## config.mk

```make
export PLATFORM = sky130hd
export DESIGN_NAME = crt_reset_sequencer
export DESIGN_NICKNAME = d
export VERILOG_FILES = /design/src/rtl/crt_reset_pkg.sv /design/src/rtl/crt_reset_sequencer.sv
export SDC_FILE = /design/constraint.sdc
export NUM_CORES = 1
export LEC_CHECK = 0
export ABC_AREA = 1
export CELL_PAD_IN_SITES_DETAIL_PLACEMENT = 0
export CELL_PAD_IN_SITES_GLOBAL_PLACEMENT = 1
export CORE_MARGIN = 2
export CORE_UTILIZATION = 40
export DETAILED_ROUTE_END_ITERATION = 8
export HOLD_SLACK_MARGIN = 0.12
export PLACE_DENSITY_LB_ADDON = 0.15
export REMOVE_ABC_BUFFERS = 1
export SLEW_MARGIN = 10
export SYNTH_ARGS = -nofsm -noshare
export SYNTH_HDL_FRONTEND = slang
export SYNTH_SLANG_ARGS = --single-unit
```

## constraint.sdc

```tcl
create_clock -name clk -period 1.8 [get_ports clk]
set_clock_uncertainty 0.05 [all_clocks]
set_input_delay 0.36 -clock clk [delete_from_list [all_inputs] [get_ports clk]]
set_output_delay 0.36 -clock clk [all_outputs]
set_load 0.02 [all_outputs]
```

## src/rtl/crt_reset_pkg.sv

```systemverilog
// Shared types and default parameters for the video pipeline reset sequencer.
// The counter width helper keeps the shared hold/gap counter sized in one place.
package crt_reset_pkg;

   typedef enum logic [1:0] {
      ST_ASSERT  = 2'd0,
      ST_RELEASE = 2'd1,
      ST_RUN     = 2'd2
   } crt_state_e;

   localparam int unsigned DEF_NUM_STAGES  = 3;
   localparam int unsigned DEF_HOLD_CYCLES = 16;
   localparam int unsigned DEF_GAP_CYCLES  = 4;

   function automatic int unsigned cnt_width(input int unsigned hold, input int unsigned gap);
      return $clog2(((hold > gap) ? hold : gap) + 1);
   endfunction

endpackage

```

## src/rtl/crt_reset_sequencer.sv

```systemverilog
// Ordered per-stage reset release for the pixel-domain video pipeline, gated on
// a minimum PLL lock time, with a four-phase soft-reset handshake that re-runs it.
module crt_reset_sequencer
   import crt_reset_pkg::*;
#(
   parameter int unsigned NUM_STAGES  = DEF_NUM_STAGES,
   parameter int unsigned HOLD_CYCLES = DEF_HOLD_CYCLES,
   parameter int unsigned GAP_CYCLES  = DEF_GAP_CYCLES
) (
   input  logic                  clk,
   input  logic                  async_rst_n,
   input  logic                  pll_locked,
   input  logic                  soft_rst_req,
   output logic                  soft_rst_ack,
   output logic [NUM_STAGES-1:0] stage_rst_n,
   output logic                  all_released,
   output logic                  busy
);

   localparam int unsigned CNT_W = cnt_width(HOLD_CYCLES, GAP_CYCLES);
   localparam int unsigned IDX_W = (NUM_STAGES > 1) ? $clog2(NUM_STAGES) : 1;
   localparam int unsigned CNT_TOP = (HOLD_CYCLES > GAP_CYCLES) ? HOLD_CYCLES : GAP_CYCLES;

   localparam logic [CNT_W-1:0] HOLD_LAST = CNT_W'(HOLD_CYCLES - 1);
   localparam logic [CNT_W-1:0] GAP_LAST  = CNT_W'(GAP_CYCLES - 1);
   localparam logic [CNT_W-1:0] CNT_MAX   = CNT_W'(CNT_TOP);
   localparam logic [IDX_W-1:0] IDX_LAST  = IDX_W'(NUM_STAGES - 1);

   crt_state_e            state_q, state_d;
   logic [CNT_W-1:0]      cnt_q, cnt_d;
   logic [IDX_W-1:0]      idx_q, idx_d;
   logic [NUM_STAGES-1:0] stage_q, stage_d;
   logic                  pending_q, pending_d;
   logic                  ack_q, ack_d;
   logic                  all_rel_q, all_rel_d;
   logic                  busy_q, busy_d;
   logic                  req_new;

   // The counter is shared between hold and gap phases and must never wrap.
   function automatic logic [CNT_W-1:0] sat_inc(input logic [CNT_W-1:0] v);
      return (v == CNT_MAX) ? v : v + CNT_W'(1);
   endfunction

   always_comb begin
      state_d   = state_q;
      cnt_d     = cnt_q;
      idx_d     = idx_q;
      stage_d   = stage_q;
      ack_d     = ack_q;
      req_new   = soft_rst_req && !ack_q;
      pending_d = pending_q || req_new;

      if (ack_q && !soft_rst_req) begin
         ack_d = 1'b0;
      end

      if (!pll_locked) begin
         state_d = ST_ASSERT;
         cnt_d   = '0;
         idx_d   = '0;
         stage_d = '0;
      end else begin
         case (state_q)
            ST_ASSERT: begin
               if (cnt_q == HOLD_LAST) begin
                  cnt_d      = '0;
                  stage_d[0] = 1'b1;
                  if (NUM_STAGES == 1) begin
                     state_d = ST_RUN;
                  end else begin
                     state_d = ST_RELEASE;
                     idx_d   = IDX_W'(1);
                  end
               end else begin
                  cnt_d = sat_inc(cnt_q);
               end
            end
            ST_RELEASE: begin
               if (cnt_q == GAP_LAST) begin
                  cnt_d          = '0;
                  stage_d[idx_q] = 1'b1;
                  if (idx_q == IDX_LAST) begin
                     state_d = ST_RUN;
                  end else begin
                     idx_d = idx_q + IDX_W'(1);
                  end
               end else begin
                  cnt_d = sat_inc(cnt_q);
               end
            end
            ST_RUN: begin
               if (req_new) begin
                  state_d = ST_ASSERT;
                  cnt_d   = '0;
                  idx_d   = '0;
                  stage_d = '0;
               end
            end
            default: begin
               state_d = ST_ASSERT;
               cnt_d   = '0;
               idx_d   = '0;
               stage_d = '0;
            end
         endcase
      end

      // A completed sequence satisfies any request seen while it was running.
      if (state_d == ST_RUN && state_q != ST_RUN && pending_d) begin
         ack_d     = 1'b1;
         pending_d = 1'b0;
      end

      all_rel_d = (state_d == ST_RUN);
      busy_d    = (state_d != ST_RUN);
   end

   always_ff @(posedge clk or negedge async_rst_n) begin
      if (!async_rst_n) begin
         state_q   <= ST_ASSERT;
         cnt_q     <= '0;
         idx_q     <= '0;
         stage_q   <= '0;
         pending_q <= 1'b0;
         ack_q     <= 1'b0;
         all_rel_q <= 1'b0;
         busy_q    <= 1'b1;
      end else begin
         state_q   <= state_d;
         cnt_q     <= cnt_d;
         idx_q     <= idx_d;
         stage_q   <= stage_d;
         pending_q <= pending_d;
         ack_q     <= ack_d;
         all_rel_q <= all_rel_d;
         busy_q    <= busy_d;
      end
   end

   assign stage_rst_n  = stage_q;
   assign soft_rst_ack = ack_q;
   assign all_released = all_rel_q;
   assign busy         = busy_q;

endmodule

```

==> results of run 1 <==
==> registers in the layout, summed over array words and instances (netlist names) <==
signal	flops
busy	1
idx_q	2
state_q	2
stage_rst_n	3
cnt_q	5
pending_q	1
soft_rst_ack	1
all_released	1
==> power groups by stage <==
stage	clock, mW	sequential, mW	combinational [mW]
2_1_floorplan	0	0.388	0.0467
3_3_place_gp	0	0.387	0.0921
3_5_place_dp	0	0.388	0.0918
4_1_cts	0.260	0.381	0.0926
5_1_grt	0.271	0.383	0.105
6_report	0.243	0.381	0.0902
==> logic make-up (layout without fill, tap and decap cells) <==
family / count (synthesis) / count (layout) / share of synthesized area
and+or+nand+nor: 71 / 71 / 0.348
adders and majority gates: 6 / 6 / 0.0748
AOI/OAI and AO/OA: 14 / 14 / 0.0761
DFF: 16 / 16 / 0.400
buffers and inverters: 24 / 39 / 0.101
==> what timing repair did <==
action	in CTS	in global routing
gates resized for setup	1	1
buffers inserted	0	0
endpoints found under the hold margin	0	0
endpoints found under the setup margin	1	1
pin swaps	0	0
==> cell usage in the layout, fill, tap and decap left out, types with 4 or more instances in the layout <==
| cell | n |
|---|---|
| nor2_1 | 11 |
| clkdlybuf4s50_1 | 7 |
| nand3_1 | 7 |
| buf_4 | 4 |
| nand2_1 | 36 |
| ha_1 | 6 |
| dfrtp_1 | 15 |
| o21ai_0 | 7 |
| inv_1 | 19 |
==> worst min path at each step <==
| stage | depth (start not counted) | startpoint | slack (ps) | endpoint |
|---|---|---|---|---|
| floorplan | 0 | async_rst_n | 10 | all_released$_DFF_PN0_ |
| global placement | 2 | idx_q[1]$_DFFE_PN0P_ | 440 | idx_q[1]$_DFFE_PN0P_ |
| detailed placement | 2 | stage_rst_n[1]$_DFFE_PN0P_ | 460 | stage_rst_n[1]$_DFFE_PN0P_ |
| CTS | 1 | async_rst_n | 310 | idx_q[1]$_DFFE_PN0P_ |
| global route | 1 | async_rst_n | 330 | idx_q[0]$_DFFE_PN0P_ |
| finish | 1 | async_rst_n | 310 | soft_rst_ack$_DFFE_PN0P_ |
==> through the flow <==
stage / power [mW] / hold WS (ps) / cells
2_1_floorplan: 0.435 / 14.4 / 129
6_report: 0.714 / 308 / 176
5_1_grt: 0.760 / 334 / 176
3_3_place_gp: 0.479 / 436 / 172
3_5_place_dp: 0.480 / 464 / 172
4_1_cts: 0.734 / 310 / 176
==> layer usage <==
layer  track usage  up-vias  share of wire
li1              -      441              -
met4        0.0750        0         0.0077
met2         0.238       11           0.41
met5             0        -              0
met1         0.237      343           0.54
met3        0.0361        2          0.035
==> worst register-to-register path, delay by kind of cell, from the launching register on <==
family	cells	cell delay, ps
and+or+nand+nor	7	570
adders and majority gates	2	350
DFF	1	400
buffers and inverters	2	120
==> area by class of cell <==
type,instances,share of cell area
tap,30,0.0318
multi-input combinational,91,0.424
sequential,16,0.340
clock buffer,4,0.0308
timing repair buffer,13,0.103
inverter,22,0.0700
==> results by group, run 1 <==
Run status
  – Result of the run: completed

Timing
  – Setup TNS: 0 ps
  – Peak Freq: a little under 600 MHz
  – Setup repair after global routing missed its margin: no
  – Count of final hold-check violations: 0
  – Fin. max-slew vios: 0
  – Minimum clock period: about 1700 ps
  – Final period utilization: 0.936
  – Total setup violations reported at the end of the flow: 0
  – Slew margin rel.: 0.721
  – Slew @ Worst Pin: 417 ps
  – Setup ws final: 115 ps

Floorplan
  – Die area: between 0.002 and 0.003 mm2
  – Placement Rows: 18
  – Placeable core region: around 0.0024 mm2
  – Starting density of the core: 0.413
  – Number of placed I/O pins: 10
  – Width of the die: 54.1 um
  – Height of the die: around 54 um

Place
  – Placer congestion estimate: roughly 0.82
  – Number of port buffers: 9
  – Setup Slack @ Placement: roughly 160 ps
  – Instance area at placement: roughly 0.0011 mm2
  – Final HPWL from detailed placement: ~1600 um

Detailed routing
  – Post-DRT Antenna Nets: 0
  – Total DRC errors in the routed layout: 0
  – DR iter-0 viols: 10
  – Post-DR wirelength/cell: ~11 um
  – Vias after detailed routing: 797
  – Per-cell via count in the routed design: ~4.5
  – Iteration count of the initial detailed-routing pass: 4
  – Final WL: roughly 1900 um

Layout
  – Antenna diode count: 0
  – Area growth, synth to finish: 17.6%
  – Total non-filler cell area in the finished layout: ~0.0012 mm2
  – Layout cells sized above 1: 0.171
  – Multi-input combinational cell area: between 500 and 600 um2
  – Final net count: between 150 and 200
  – Post-route core utilization: 0.485
  – Sequential cell area: 402 um2
  – Fillers: 245

Synthesis
  – Main flop type after synthesis: dfrtp_1
  – Mean instance size in the synthesized netlist: ~7.7 um2
  – Top cell type's share of synthesized area: 0.374
  – Cell types occupying the most area after synthesis: dfrtp_1, nand2_1, ha_1
  – Most used standard cells in the synthesized netlist: nand2_1, inv_1, dfrtp_1, nor2_1
  – Share of flip-flops with an asynchronous set or reset: 1.00
  – Synth warn: 0
  – Number of register bits inferred by synthesis: 16
  – Post-synthesis cell count: ~130
  – Netlist cell types: 24
  – Sequential cell area fraction in the yosys report: 0.400
  – Most frequent cell after synthesis: nand2_1
  – Dominant cell type by area after synthesis: dfrtp_1
  – Number of enable-type register cells in the synthesized netlist: 0
  – Cell area after technology mapping: 0.00100 mm2

CTS
  – Clock latency on the worst-skew pair: a little under 300 ps
  – Clock Tree Root: clkbuf_4
  – Cts bufs inserted: 3
  – CTS sink cnt: 16
  – Maximum buffer depth of the clock tree: 2
  – Clock tree from TritonCTS: yes
  – Hold buffer count at cts: 0
  – H-Tree Depth: 1
  – Clock Pin Slew Worst Setup and Hold Paths: approximately 100 ps

Worst setup path
  – Endpoint arrival time on the critical path: about 1300 ps
  – Endpoint type of the worst setup path: output port
  – Worst setup path start: stage_rst_n[0]$_DFFE_PN0P_
  – Slowest stage cell, crit path: clkdlybuf4s50_1
  – Count of cell instances traversed by the critical path: 1
  – Crit path kind: flop to output port
  – Slowest stage delay, CP: slightly above 600 ps
  – Buf/Inv on CP: 1
  – Worst flop-to-flop path endpoint: idx_q[1]$_DFFE_PN0P_
  – CP startpoint kind: flop
  – Worst R2R Start: cnt_q[0]$_DFFE_PN0P_
  – Setup crit end: stage_rst_n[0]
  – Cell family with most CP delay: buffers and inverters
  – Worst R2R Path Depth: 11
  – Worst reg2reg setup slack: ~200 ps
  – Required arrival time at the worst endpoint: 1390 ps
  – Ordered list of cells on the worst path: clkdlybuf4s50_1
  – Peak fanout along the critical path: 3

Power and ir drop
  – Switching component of the power: roughly 180 uW
  – Sequential cell fraction of total power: 0.533
  – Switching share of total power: 0.257
  – Logic pwr share: 0.126
  – PD cells: around 600 mW/mm2
  – Static leakage: 0.613 nW
  – IR drop worst, VDD: 384 uV
  – Proportion of power drawn by the clock network: 0.340
  – Int Pwr: 531 uW

Hold path
  – Type of the most critical hold path: primary input to asynchronous set/reset pin

Global routing
  – Pin count of the biggest net entering global routing: 10
  – Via count of the first global-routing pass: 774
  – Wire length of the first global-routing pass: between 3000 and 4000 um
  – Total GRT Usage: 0.166
  – Initial antenna violation count: 0
  – Overflow left after global routing: 0

Flow run
  – Maximum capacitance violations: 0
No activity file was read; power rests on OpenSTA's default activity.
==> run 2: changes to the inputs <==
--- a/config.mk
+++ b/config.mk
@@ -9,8 +9,9 @@
 export CELL_PAD_IN_SITES_DETAIL_PLACEMENT = 0
 export CELL_PAD_IN_SITES_GLOBAL_PLACEMENT = 1
 export CORE_MARGIN = 2
-export CORE_UTILIZATION = 40
+export CORE_UTILIZATION = 45
 export DETAILED_ROUTE_END_ITERATION = 8
+export DONT_BUFFER_PORTS = 1
 export HOLD_SLACK_MARGIN = 0.12
 export PLACE_DENSITY_LB_ADDON = 0.15
 export REMOVE_ABC_BUFFERS = 1
==> results by group, run 2 (synthesis gave the netlist of run 1 again) <==
Run status
  – Result of the run: completed

Layout
  – Fillers: between 200 and 250
  – Area growth, synth to finish: 6.23%
  – Final net count: 146
  – Number of flip-flops in the largest register: 5
  – Layout cells sized above 1: 0.148
  – Largest Register: cnt_q
  – Antenna diode count: 0
  – Most used cells in the layout excluding fill and tap cells: nand2_1, inv_1, dfrtp_1
  – Most common cell after layout, fill and taps aside: nand2_1

Detailed routing
  – Final WL: around 1800 um
  – Total DRC errors in the routed layout: 0
  – Vias after detailed routing: approximately 800
  – Iteration count of the initial detailed-routing pass: 4
  – Post-DR wirelength/cell: approximately 11 um
  – Post-DRT Antenna Nets: 0
  – DR iter-0 viols: 17
  – Per-cell via count in the routed design: just under 5

Floorplan
  – Placement Rows: 17
  – Number of placed I/O pins: 10
  – Die area: about 0.0026 mm2
  – Placeable core region: approximately 0.0022 mm2
  – Height of the die: about 50 um
  – Width of the die: just over 50 um
  – Starting density of the core: 0.463

Timing
  – Slew margin rel.: 0.520
  – Fin. max-slew vios: 0
  – Setup ws final: between 150 and 200 ps
  – Setup TNS: 0 ps
  – Slew @ Worst Pin: 718 ps
  – Peak Freq: 616 MHz
  – Setup repair after global routing missed its margin: no
  – Final period utilization: 0.901
  – Count of final hold-check violations: 0
  – Minimum clock period: ~1600 ps
  – Total setup violations reported at the end of the flow: 0

Power and ir drop
  – Static leakage: between 0.5 and 0.6 nW
  – IR drop worst, VDD: approximately 420 uV
  – PD cells: about 600 mW/mm2

Worst setup path
  – Ordered list of cells on the worst path: ha_1, inv_1, nor3_1, ha_1, inv_1, nand2_1, nor2_1, nor2_2, nand3_2, nand2_1, nand2_1
  – Slowest stage delay, CP: 400 ps
  – Slowest stage cell, crit path: dfrtp_1
  – Critical path's most frequent cell: nand2_1
  – Required arrival time at the worst endpoint: 1930 ps
  – Cell family with most CP delay: simple AND/OR/NAND/NOR gates
  – CP startpoint kind: flop
  – Crit path kind: flop to flop
  – Worst reg2reg setup slack: 180 ps
  – Endpoint arrival time on the critical path: around 1800 ps
  – Endpoint type of the worst setup path: flop
  – Peak fanout along the critical path: 4
  – Buf/Inv on CP: 2

Global routing
  – Initial antenna violation count: 0
  – Wire length of the first global-routing pass: ~3400 um
  – Via count of the first global-routing pass: 800
  – Total GRT Usage: 0.177
  – Pin count of the biggest net entering global routing: 18
  – Overflow left after global routing: 0

Place
  – Number of port buffers: 0
  – Setup Slack @ Placement: 165 ps
  – Placer congestion estimate: just over 0.7
  – Final HPWL from detailed placement: roughly 1500 um

CTS
  – CTS sink cnt: 16
  – H-Tree Depth: 1
  – Cts bufs inserted: 3
  – Clock tree from TritonCTS: yes
  – Clock Pin Slew Worst Setup and Hold Paths: around 90 ps
  – Clock latency on the worst-skew pair: around 280 ps
  – Clock Tree Root: clkbuf_4
  – Maximum buffer depth of the clock tree: 2

Flow run
  – Maximum capacitance violations: 0

Hold path
  – Type of the most critical hold path: primary input to flop
-- run 2: worst reg2reg max path, cell delays in order, from the launching register on --
cell and delay [ps]:
dfrtp_1 400, ha_1 180, inv_1 70, nor3_1 150
ha_1 170, inv_1 60, nand2_1 50, nor2_1 50
nor2_2 160, nand3_2 80, nand2_1 70, nand2_1 50
-- run 2: per-stage QoR --
step                hold slack, ps  power (mW)   util  instances  area, um2
floorplan                     14.4       0.435      -        129        985
global placement              14.8       0.446  0.470        157       1020
global route                   154       0.686  0.491        163       1070
detailed placement            14.9       0.447  0.470        157       1020
CTS                            133       0.655  0.491        163       1070
finish                         145       0.643  0.491        163       1070
-- run 2: worst paths after layout --
check,cells after the start,end,startpoint
min reg2reg,2,idx_q[1]$_DFFE_PN0P_,idx_q[1]$_DFFE_PN0P_
max,11,idx_q[1]$_DFFE_PN0P_,cnt_q[0]$_DFFE_PN0P_
min,2,state_q[0]$_DFF_PN0_,pll_locked
min in group asynchronous,1,stage_rst_n[2]$_DFFE_PN0P_,async_rst_n
max reg2reg,11,idx_q[1]$_DFFE_PN0P_,cnt_q[0]$_DFFE_PN0P_
max in group asynchronous,1,cnt_q[4]$_DFFE_PN0P_,async_rst_n
-- run 2: final cells by class --
cell class | instances | area (um2) | share of cell area
tap | 28 | 35.0 | 0.0329
clock buffer | 4 | 26.3 | 0.0246
multi-input combinational | 91 | 500 | 0.469
timing repair buffer | 2 | 20.0 | 0.0188
inverter | 22 | 82.6 | 0.0775
sequential | 16 | 402 | 0.377
-- run 2: where the power goes --
part           leakage, nW  total [mW]  internal [mW]  switching, mW
combinational        0.323      0.0654         0.0248         0.0406
sequential           0.209       0.384          0.370         0.0135
clock               0.0150       0.194         0.0859          0.108
total                0.546       0.643          0.481          0.162
-- run 2: metal layers --
layer | track usage | part of all wire | up-vias
met2 | 0.290 | 0.48 | 11
li1 | - | - | 419
met3 | 0.0409 | 0.033 | 2
met1 | 0.221 | 0.48 | 372
met5 | 0 | 0 | -
met4 | 0.0789 | 0.0092 | 0
-- run 2: repair_timing --
action | 4_1_cts | 5_1_grt
hold buffers | 2 | 0
gates resized for setup | 0 | 0
hold endpoints to repair | 17 | 0
buffers inserted | 0 | 0
==> edit 1: new RTL, flow settings as in run 1 <==
Re-encode `crt_state_e` (3 states) as one-hot, 3 bits wide.
--- a/src/rtl/crt_reset_pkg.sv
+++ b/src/rtl/crt_reset_pkg.sv
@@ -3,8 +3,8 @@
 package crt_reset_pkg;
 
-   typedef enum logic [1:0] {
-      ST_ASSERT  = 2'd0,
-      ST_RELEASE = 2'd1,
-      ST_RUN     = 2'd2
+   typedef enum logic [2:0] {
+      ST_ASSERT  = 3'b001,
+      ST_RELEASE = 3'b010,
+      ST_RUN     = 3'b100
    } crt_state_e;
 
Formal check against the unedited RTL: no difference found for any inputs over 10 cycles, from zero or initial values and one cycle with async_rst_n low; not proved beyond that.
==> edit 1 against run 1 <==
Final cell count is 2.8% higher. Count of clock-buffer cells in the layout is 1 lower. Sequential cell count is 1 higher. Worst setup slack worse by 0.027 ns. Critical endpoint is now stage_rst_n[2]. Wire length is 16% higher. Clock power is 15% lower. Maximum frequency is 1.6% lower. Via count is 15% higher. Area after synthesis is 2.6% higher. Final area is 4.5% higher. Largest power group unchanged. Die area is 2.4% higher. Total power is 2.0% lower.
==> edit 1: results <==
{
  "status": "complete, no violations",
  "wl_met1_um": 1050,
  "nonClkBufAreaFrac_pct": 10.9,
  "met2_usage_pct": 27.6,
  "clkCellAreaFrac_pct": 2.23,
  "finalHoldWorstSlack_ns": 0.326,
  "synthCells": 134,
  "peakVddDrop_mv": 0.395,
  "tightest_slew_ns": 0.379,
  "synth_seq_cells": 17,
  "multi_input_cells": 94,
  "wl_met3_um": 69,
  "sh_seq_area_pct": 34.8,
  "buffers": 15,
  "yosysSeqAreaShare_pct": 41.6,
  "grt_pass1_wl_um": 3570,
  "leakage_nw": 0.573,
  "pre_cts_ws_ns": 0.0705,
  "synthDistinctLibCells": 22,
  "finalNonFillerCells": 181,
  "r2r_end": "cnt_q[2]",
  "nFillCells": 243,
  "hpwlAfterDp_um": 1650,
  "place_congestion": 0.848,
  "final_area_um2": 1230,
  "layout.nets": 162,
  "wl_met2_um": 1090,
  "clockBufferCount": 3
}
-- edit 1: worst max-delay path by stage --
stage / start / to / slack [ns] / cells past startpoint
2_1_floorplan: cnt_q[0] / idx_q[0] / 0.27 / 12
3_3_place_gp: cnt_q[0] / cnt_q[2] / 0.07 / 11
3_5_place_dp: pll_locked / stage_rst_n[0] / 0.07 / 6
4_1_cts: stage_rst_n[2] / stage_rst_n[2] / 0.07 / 1
5_1_grt: cnt_q[0] / stage_rst_n[0] / -0.05 / 11
6_report: stage_rst_n[2] / stage_rst_n[2] / 0.09 / 1
-- edit 1: cells by family after synthesis --
| kind of cell | synth area share [%] |
|---|---|
| simple gates | 31.8 |
| xor+xnor | 0.851 |
| compound gates | 9.60 |
| fa+ha+maj | 7.29 |
| flops | 41.6 |
| buf+inv | 8.87 |
-- edit 1: what timing repair did --
item | 4_1_cts | 5_1_grt
resized for setup | 1 | 4
buffers inserted | 0 | 2
endpoints found under the setup margin | 1 | 5
==> edit 2: new RTL, config.mk and constraints of run 1 <==
Without the edit above. The package constant `DEF_NUM_STAGES` goes from 3 to 5.
--- a/src/rtl/crt_reset_pkg.sv
+++ b/src/rtl/crt_reset_pkg.sv
@@ -9,5 +9,5 @@
    } crt_state_e;
 
-   localparam int unsigned DEF_NUM_STAGES  = 3;
+   localparam int unsigned DEF_NUM_STAGES  = 5;
    localparam int unsigned DEF_HOLD_CYCLES = 16;
    localparam int unsigned DEF_GAP_CYCLES  = 4;
Ports: changed (resized stage_rst_n); port bits go from 10 to 12. The function was not compared with the original's and may differ.
==> edit 2 against run 1 <==
Sequential cell count up 3. Die area up 13%. Count of clock-buffer cells in the layout unchanged. Final area up 19%. Register-to-register slack worse by 0.03 ns. Hold slack better by 0.028 ns. Worst setup slack worse by 0.017 ns. Final cell count up 22%. Global-route usage up 1.4 points. Area after synthesis up 14%. Wire length up 30%. Highest routed layer unchanged.
Power is not compared: it rests on default switching activity, and its combinational part moved more than twofold at a synthesized area within 25%.
==> edit 2: results <==
{
  "hpwlAfterDp_um": 1920,
  "finalNonFillerCells": 214,
  "fmax_ghz": 0.587,
  "synthTopCellsByCount": "55 x nand2_1, 23 x inv_1, 18 x dfrtp_1, 17 x nor2_1, 15 x nand3_1",
  "gr-usage-met3_pct": 2.27,
  "place_area_um2": 1350,
  "r2r_end": "stage_rst_n[0]",
  "grtUsageTotal_pct": 18.0,
  "grt_max_degree": 20,
  "layout.nets": 193,
  "critPathCapture": "stage_rst_n[1]",
  "crit_start": "stage_rst_n[1]",
  "gr-usage-met1_pct": 24.3,
  "grt_pass1_vias": 1079,
  "timing.rr.start": "cnt_q[1]",
  "met2_usage_pct": 29.5,
  "yosysSeqAreaShare_pct": 41.5,
  "wl_met1_um": 1290,
  "io_buffers": 11,
  "rr_worst_depth": 12,
  "wl_met3_um": 72,
  "wl_met2_um": 1130,
  "synthDistinctLibCells": 20,
  "grt_pass1_wl_um": 4650,
  "status": "complete, no violations",
  "routed_wl_um": 2520,
  "netlist_top_cells_area": "dfrtp_1 39%, nand2_1 18%, inv_1 7.5%, nand3_1 6.5%, nor2_1 5.6%",
  "drtIter0Drc": 44,
  "place_congestion": 0.813,
  "nFillCells": 277,
  "max_slew_margin_pct": 81.1,
  "routed-via-count": 1029,
  "dr.pass1.iters": 5
}
edit 2: changes by cell type in the layout (fill, tap and decap cells not counted), sizes merged, moves of 3 or more:
cell	run 1	this run
nor2	15	18
nand2	40	55
buf	4	10
nand3	11	17
clkdlybuf4s50	7	10
o21bai	0	3
dfrtp	15	18
edit 2: final cells by class:
cell class | instances | share of cell area (%)
Tap cell | 31 | 2.77
Timing Repair Buffer | 21 | 13.1
Inverter | 24 | 6.43
Clock buffer | 4 | 1.88
Sequential cell | 19 | 34.0
Multi-Input combinational cell | 115 | 41.7
edit 2: cell families after synthesis:
logic type | count (synthesis) | share of synthesized area [%]
buffers and inverters | 26 | 8.93
XOR/XNOR | 1 | 0.763
adder cells (fa/ha/maj) | 5 | 5.45
flip-flops | 19 | 41.5
AND/OR/NAND/NOR | 94 | 35.8
AO/OA/AOI/OAI | 15 | 7.52
edit 2: power groups by stage:
stage               Clock, mW  Sequential [mW]  Combinational (mW)
detailed placement          0            0.483               0.201
finish                  0.221            0.479               0.209
global route            0.255            0.482               0.244
CTS                     0.228            0.476               0.202
floorplan                   0            0.484               0.119
global placement            0            0.484               0.203
edit 2: timing repair:
action                     CTS  global route
setup buffers                0             1
setup endpoints to repair    1             7
gates resized for setup      1             3
pin swaps                    0             1
edit 2: how the worst min path moves through the flow:
stage / from / cells past startpoint / slack (ns) / to
detailed placement: stage_rst_n[3] / 2 / 0.45 / stage_rst_n[3]
finish: async_rst_n / 2 / 0.34 / pending_q
global route: async_rst_n / 2 / 0.36 / stage_rst_n[0]
global placement: stage_rst_n[3] / 2 / 0.44 / stage_rst_n[3]
floorplan: async_rst_n / 0 / 0.01 / all_released
CTS: async_rst_n / 2 / 0.34 / cnt_q[2]
